--- config.mk ---
export PLATFORM = sky130hd
export DESIGN_NAME = result_fifo
export DESIGN_NICKNAME = d
export VERILOG_FILES = /design/src/rtl/result_fifo.sv
export SDC_FILE = /design/constraint.sdc
export NUM_CORES = 1
export LEC_CHECK = 0
export CAP_MARGIN = 20
export CELL_PAD_IN_SITES_DETAIL_PLACEMENT = 0
export CELL_PAD_IN_SITES_GLOBAL_PLACEMENT = 1
export CORE_MARGIN = 2
export CORE_UTILIZATION = 50
export CTS_CLUSTER_DIAMETER = 100
export DETAILED_ROUTE_END_ITERATION = 10
export HOLD_SLACK_MARGIN = 0.12
export PLACE_DENSITY = 0.81
export RECOVER_POWER = 25
export SYNTH_ARGS = -nofsm -noshare
export SYNTH_HDL_FRONTEND = slang
export SYNTH_SLANG_ARGS = --single-unit
--- constraint.sdc ---
create_clock -name clk -period 7.8 [get_ports clk]
set_input_delay 1.56 -clock clk [delete_from_list [all_inputs] [get_ports clk]]
set_output_delay 1.56 -clock clk [all_outputs]
set_load 0.005 [all_outputs]
--- src/rtl/result_fifo.sv ---
// result_fifo: buffers wrapper results for a slower consumer, with level and sticky error flags
module result_fifo #(
  parameter int DATA_W    = 21,
  parameter int DEPTH     = 8,
  parameter int ADDR_W    = 3,
  parameter int AFULL_LVL = 6
) (
  input  logic              clk,
  input  logic              rst,
  input  logic              wr,
  input  logic [DATA_W-1:0] din,
  input  logic              rd,
  output logic [DATA_W-1:0] dout,
  output logic              full,
  output logic              empty,
  output logic              almost_full,
  output logic [ADDR_W:0]   count,
  output logic              overflow,
  output logic              underflow
);
  logic [DATA_W-1:0] mem [DEPTH];
  logic [ADDR_W-1:0] wptr_q, wptr_d, rptr_q, rptr_d;
  logic [ADDR_W:0]   count_q, count_d;
  logic [DATA_W-1:0] dout_q, dout_d;
  logic              ovf_q, ovf_d, udf_q, udf_d;
  logic              wr_ok, rd_ok;
  assign full        = count_q == (ADDR_W+1)'(DEPTH);
  assign empty       = count_q == '0;
  assign almost_full = count_q >= (ADDR_W+1)'(AFULL_LVL);
  assign count       = count_q;
  assign dout        = dout_q;
  assign overflow    = ovf_q;
  assign underflow   = udf_q;
  // accept decisions on pre-edge state; a read frees a slot so a full FIFO still takes a write
  always_comb begin
    wr_ok   = wr & (~full | rd);
    rd_ok   = rd & ~empty;
    wptr_d  = wr_ok ? wptr_q + ADDR_W'(1) : wptr_q;
    rptr_d  = rd_ok ? rptr_q + ADDR_W'(1) : rptr_q;
    count_d = (wr_ok & ~rd_ok) ? count_q + (ADDR_W+1)'(1) :
              (rd_ok & ~wr_ok) ? count_q - (ADDR_W+1)'(1) : count_q;
    dout_d  = rd_ok ? mem[rptr_q] : dout_q;
    ovf_d   = ovf_q | (wr & full & ~rd);
    udf_d   = udf_q | (rd & empty);
  end
  // storage array is not reset; writes are blocked during reset
  always_ff @(posedge clk)
    if (!rst && wr_ok) mem[wptr_q] <= din;
  // control and output registers
  always_ff @(posedge clk) begin
    if (rst) begin
      wptr_q  <= '0;
      rptr_q  <= '0;
      count_q <= '0;
      dout_q  <= '0;
      ovf_q   <= 1'b0;
      udf_q   <= 1'b0;
    end else begin
      wptr_q  <= wptr_d;
      rptr_q  <= rptr_d;
      count_q <= count_d;
      dout_q  <= dout_d;
      ovf_q   <= ovf_d;
      udf_q   <= udf_d;
    end
  end
endmodule

== Word-level counts from Yosys, hierarchy flattened ==
Memory sizes are Yosys's and may differ from the RTL's. A register that Yosys moved wholly into a read port is not among the register bits.
Cells that the tools add are included.

* Bits of input ports: 25
* Output and inout port bits: 30
* Memories: 1
* Register bits: 12
* Memory bits (writable): 168
* Word-level logic and storage cells: 35

* Multiplexer cells: 4
* Equal/unequal tests: 1
* Reduce and logical (&&, ||, !) cells: 4
* Magnitude comparators: 1
* Bitwise logic cells: 15
* Add/subtract/negate cells: 4

{| class="wikitable"
|+ Memories
! memory !! depth !! bits a word !! read ports !! clocked after memory_dff !! write ports !! line !! source
|-
| mem || 8 || 21 || 1 || 1 || 1 || 21 || <nowiki>logic [DATA_W-1:0] mem [DEPTH];</nowiki>
|}

{| class="wikitable"
|+ Operators by type and width
! cell !! count
|-
| 2-to-1 mux 4 bit || 2
|-
| bitwise AND 1 bit || 7
|-
| adder 3 x 1 -> 3 bit (second input constant) || 2
|-
| NOT 1 bit || 5
|-
| adder 4 x 1 -> 4 bit (second input constant) || 1
|-
| equality test 4 bit (second input constant) || 1
|-
| greater-or-equal comparator 4 x 3 -> 1 bit (second input constant) || 1
|-
| logical NOT 4 bit || 1
|-
| subtractor 4 x 1 -> 4 bit (second input constant) || 1
|-
| bitwise OR 1 bit || 3
|-
| 2-to-1 mux 1 bit || 2
|-
| nonzero test 2 bit || 1
|-
| logical AND 1 bit || 1
|-
| logical NOT 1 bit || 1
|}

== Longest topological paths before layout ==
* Depth after elaboration: 8
* Gate-level depth with buffers: 11
* Depth with buffers taken out: 10

== Worst setup path after synthesis ==
No wires, ideal clock.

* Kind: in2reg
* From: input port rst
* To: memory mem[0][0] (enable)
* Cell stages on the path: 3
* Buffers on the path: 1
* Slack: 3.200 ns
* Arrival: 4.140 ns
* Path through: clkbuf_1 nor2_1 nor4b_1

* Cells in the longest elaborated chain, start to end: 4

{| class="wikitable"
|+ Ends and longest elaborated chain
! item !! line !! source
|-
| from (decl) || 9 || <nowiki>input logic rst,</nowiki>
|-
| logical NOT 1 bit || 48 || <nowiki>if (!rst && wr_ok) mem[wptr_q] <= din;</nowiki>
|-
| logical AND 1 bit || 48 ||
|-
| 2-to-1 mux 1 bit || 48 ||
|-
| 2-to-1 mux 1 bit (implied by the code) || 48 ||
|-
| to (decl) || 21 ||
|}

Every way passes these cells.

== Worst setup path in the final report ==
* From: input port rd
* To: register count_q[3], in the netlist count[3]

* Cells in the longest elaborated chain, start to end: 5
* Elaborated cells on any way between the ends: 9

{| class="wikitable"
|+ Ends and longest elaborated chain
! item !! line !! source
|-
| from (decl) || 12 || <nowiki>input logic rd,</nowiki>
|-
| bitwise OR 1 bit || 36 || <nowiki>wr_ok = wr & (~full | rd);</nowiki>
|-
| bitwise AND 1 bit || 36 ||
|-
| NOT 1 bit || 41 || <nowiki>(rd_ok & ~wr_ok) ? count_q - (ADDR_W+1)'(1) : count_q;</nowiki>
|-
| bitwise AND 1 bit || 41 ||
|-
| nonzero test 2 bit (no source line) || -- ||
|-
| to (signal assigned) || 61 || <nowiki>count_q <= count_d;</nowiki>
|-
| to (decl) || 23 || <nowiki>logic [ADDR_W:0] count_q, count_d;</nowiki>
|}

Several ways; a longest one is shown, not always the timed one.
A chain may end at the register's enable or synchronous reset.

==> flow_metrics.py <==
metrics = {
    "floorplanning": {
        "fp.coreArea_mm2": 0.0151,
        "die-area_mm2": 0.0163,
        "start_util": 0.508,
        "dieHeight_um": 128,
        "pin_count": 55,
        "row_count": 45,
        "width_of_the_die_um": 128,
    },
    "layout": {
        "drive_above_1_share": 0.251,
        "flow.area_growth_from_synthesis_pct": 18.6,
        "num-fill-cells": 1088,
        "antennaDiodeCount": 0,
        "final-instance-count-excl-fill": 663,
        "num-nets-final": 492,
    },
    "cts": {
        "cts-htree-levels": 1,
        "clkSinkCount": 201,
        "cts-hold-fix-buffers": 0,
        "cts_setup_buffers": 0,
        "cts-root-buf": "sky130_fd_sc_hd__clkbuf_16",
        "maximum_count_of_clock_buffers_along_a_single_path": 3,
        "cts.reportedPaths.clkPinSlew_ns": 0.06,
        "post_cts_resize_count": 0,
        "cts_bufs_inserted": 21,
        "cts_tree": "done",
        "worstSkewPairLatency_ns": 0.48,
    },
    "setup_path": {
        "critPathRequiredTime_ns": 8.17,
        "worstPathCellList": "clkdlybuf4s50_1 -> o41a_1 -> buf_4 -> inv_1 -> ha_1 -> inv_1 -> ha_1 -> a21oi_1 -> a211oi_1 -> a31oi_1 -> mux2_2",
        "cell_at_the_slowest_stage_of_the_critical_path": "sky130_fd_sc_hd__clkdlybuf4s50_1",
        "cp-end-kind": "register",
        "timing.critical_path.slowest_cell_delay_ns": 0.59,
        "critPathTopFamily": "buffers and inverters",
        "setup.worst_path.class": "in -> reg",
        "worstPathBufferInverterCount": 4,
        "startpoint_type": "input port",
        "arrival_ns": 4.19,
        "cp_max_fo": 28,
    },
    "logic_synthesis": {
        "synth_largest_area_cell": "sky130_fd_sc_hd__edfxtp_1",
        "yosys.area.top_type_share": 0.659,
        "synth_seq_area_share": 0.745,
        "post_synth_most_frequent_cells": "sky130_fd_sc_hd__edfxtp_1, sky130_fd_sc_hd__mux4_2, sky130_fd_sc_hd__nor2_1",
        "synthMostInstantiatedCell": "sky130_fd_sc_hd__edfxtp_1",
        "netlist_top_cells_area": "sky130_fd_sc_hd__edfxtp_1, sky130_fd_sc_hd__mux4_2, sky130_fd_sc_hd__dfxtp_1",
        "netlist-cell-type-count": 37,
        "synth_edf_count": 168,
        "yosys_most_used_dff": "sky130_fd_sc_hd__edfxtp_1",
        "post_synth_inst_count": 395,
        "yosys_warning_count": 0,
        "postSynthNetCount": 426,
        "synth_seq_cells": 201,
        "netlist_area_mm2": 0.00766,
        "asyncSetResetFlopFracSynth": 0,
        "synth.avg_cell_area_um2": 19.4,
    },
    "sta": {
        "final_critical_path_time_including_i_o_delays_and_setup_ns": 3.83,
        "final-setup-viol-count": 0,
        "tns_ns": 0,
        "clock-skew-final_ns": 0.00774,
        "fin_crit_sh": 0.491,
        "timing.max_slew.rel_slack": 0.319,
        "worst_slew_pin_slew_ns": 1.02,
        "grt_setup_unrepaired": "false",
        "fmax_mhz": 261,
        "finalMaxSlewViolations": 0,
        "hold_viol": 0,
    },
    "placement": {
        "placed_cells": 626,
        "dp.final_hpwl_mm": 7.64,
        "place.gp.congestion": 0.709,
        "placement.io_buffers": 54,
    },
    "detailed_routing": {
        "wl_per_instance_um": 21.2,
        "drt-total-wl_mm": 14.1,
        "drt_iter0_drc": 270,
        "drt-pass1-iter-count": 4,
        "dr_total_vias": 3806,
        "drcViolationCount": 0,
        "ant_nets": 0,
        "vias_per_cell": 5.74,
    },
    "global_route": {
        "grt_max_degree": 45,
        "gr-usage-all-layers": 0.180,
        "grt_antenna_before_repair": 0,
        "grt_first_pass_wirelength_mm": 22.3,
        "gr-total-overflow": 0,
        "first_global_vias": 4001,
    },
    "pwr": {
        "max-vdd-ir-drop_mv": 0.163,
        "power.static_leakage_nw": 2.93,
        "power_density_mw_per_mm2": 320,
    },
    "hold_path": {
        "timing.hold.worst.class": "reg -> reg",
    },
    "flow_run": {
        "drv.max_cap_violation_count": 0,
    },
    "outcome": {
        "status": "finished clean",
    },
}
==> stage by stage <==
stage	hold slack [ns]	worst slack (ns)	utilization	area (µm²)	total power (W)
after floorplan	0.460	3.20	-	7660	0.00177
after global placement	0.452	3.55	0.557	8400	0.00197
after global routing	0.512	3.75	0.602	9080	0.00305
after CTS	0.483	3.98	0.602	9080	0.00295
final	0.471	3.97	0.602	9080	0.00291
after detailed placement	0.469	3.49	0.558	8420	0.00199
==> path summary, 6_finish.rpt <==
path	start	end	slack (ns)	cells past startpoint
worst max-delay path	rd	count[3]	3.97	11
worst min-delay path	underflow	underflow	0.47	2
worst max register to register	count[1]	count[3]	4.91	10
worst min register to register	underflow	underflow	0.47	2
==> sequential cells by signal (all words and copies together), names as in the netlist <==
signal and count:
rptr_q 3, count 4, dout 21, mem 168, underflow 1, overflow 1, wptr_q 3
==> per-layer routing <==
layer | wire length [µm] | vias up | track usage
li1 | - | 1712 | -
met2 | 6890 | 110 | 0.296
met1 | 6120 | 1962 | 0.253
met5 | 0 | - | 0
met3 | 806 | 22 | 0.0309
met4 | 276 | 0 | 0.0491
==> cell families after synthesis <==
logic type,count (synthesis),share of synthesized area
DFF,201,0.745
and+or+nand+nor,78,0.0603
muxes,46,0.129
buffers and inverters,26,0.0201
AOI/OAI and AO/OA,32,0.0281
xor gates and xnor gates,6,0.00686
adders and majority gates,6,0.0108
==> final cells by class <==
| type | count | area (µm²) | share of cell area |
|---|---|---|---|
| clock buffers | 29 | 576 | 0.0634 |
| clock inverters | 8 | 86.3 | 0.00950 |
| inverters | 4 | 15.0 | 0.00165 |
| multi-input cells | 168 | 1830 | 0.202 |
| flip-flops and latches | 201 | 5710 | 0.628 |
| well taps | 188 | 235 | 0.0259 |
| repair buffers | 65 | 631 | 0.0694 |
==> layout by cell type (no fill, tap or decap), drive strengths merged <==
| master | count |
|---|---|
| dfxtp | 33 |
| a211oi | 2 |
| inv | 4 |
| fa | 1 |
| o211ai | 1 |
| xnor2 | 3 |
| buf | 12 |
| mux2i | 3 |
| nor3 | 23 |
| xor2 | 3 |
| mux2 | 1 |
| ha | 5 |
| dlygate4sd3 | 13 |
| clkinv | 6 |
| bufinv | 2 |
| o21ai | 1 |
| a21o | 1 |
| o41a | 1 |
| nand3 | 1 |
| nand2 | 7 |
| clkbuf | 29 |
| mux4 | 42 |
| clkdlybuf4s50 | 40 |
| a21oi | 5 |
| edfxtp | 168 |
| o22ai | 20 |
| nor2 | 40 |
| nor4b | 1 |
| or4b | 1 |
| nand3b | 1 |
| nor4 | 2 |
| a31oi | 1 |
| nand2b | 1 |
| nor2b | 1 |
==> worst reg2reg max path, delay by kind of cell, from the launching register on <==
kind / cells / cell delay [ns]
buffers and inverters: 2 / 0.23
adders and majority gates: 2 / 0.50
and+or+nand+nor: 1 / 0.61
AOI/OAI and AO/OA: 4 / 0.70
muxes: 1 / 0.35
DFF: 1 / 0.40
==> report_power, final <==
group	internal, W	switching, W	total [W]
Sequential	0.00124	0.0000621	0.00131
Combinational	0.000353	0.000298	0.000650
Clock	0.000579	0.000373	0.000952
No activity file was read; power rests on OpenSTA's default activity.
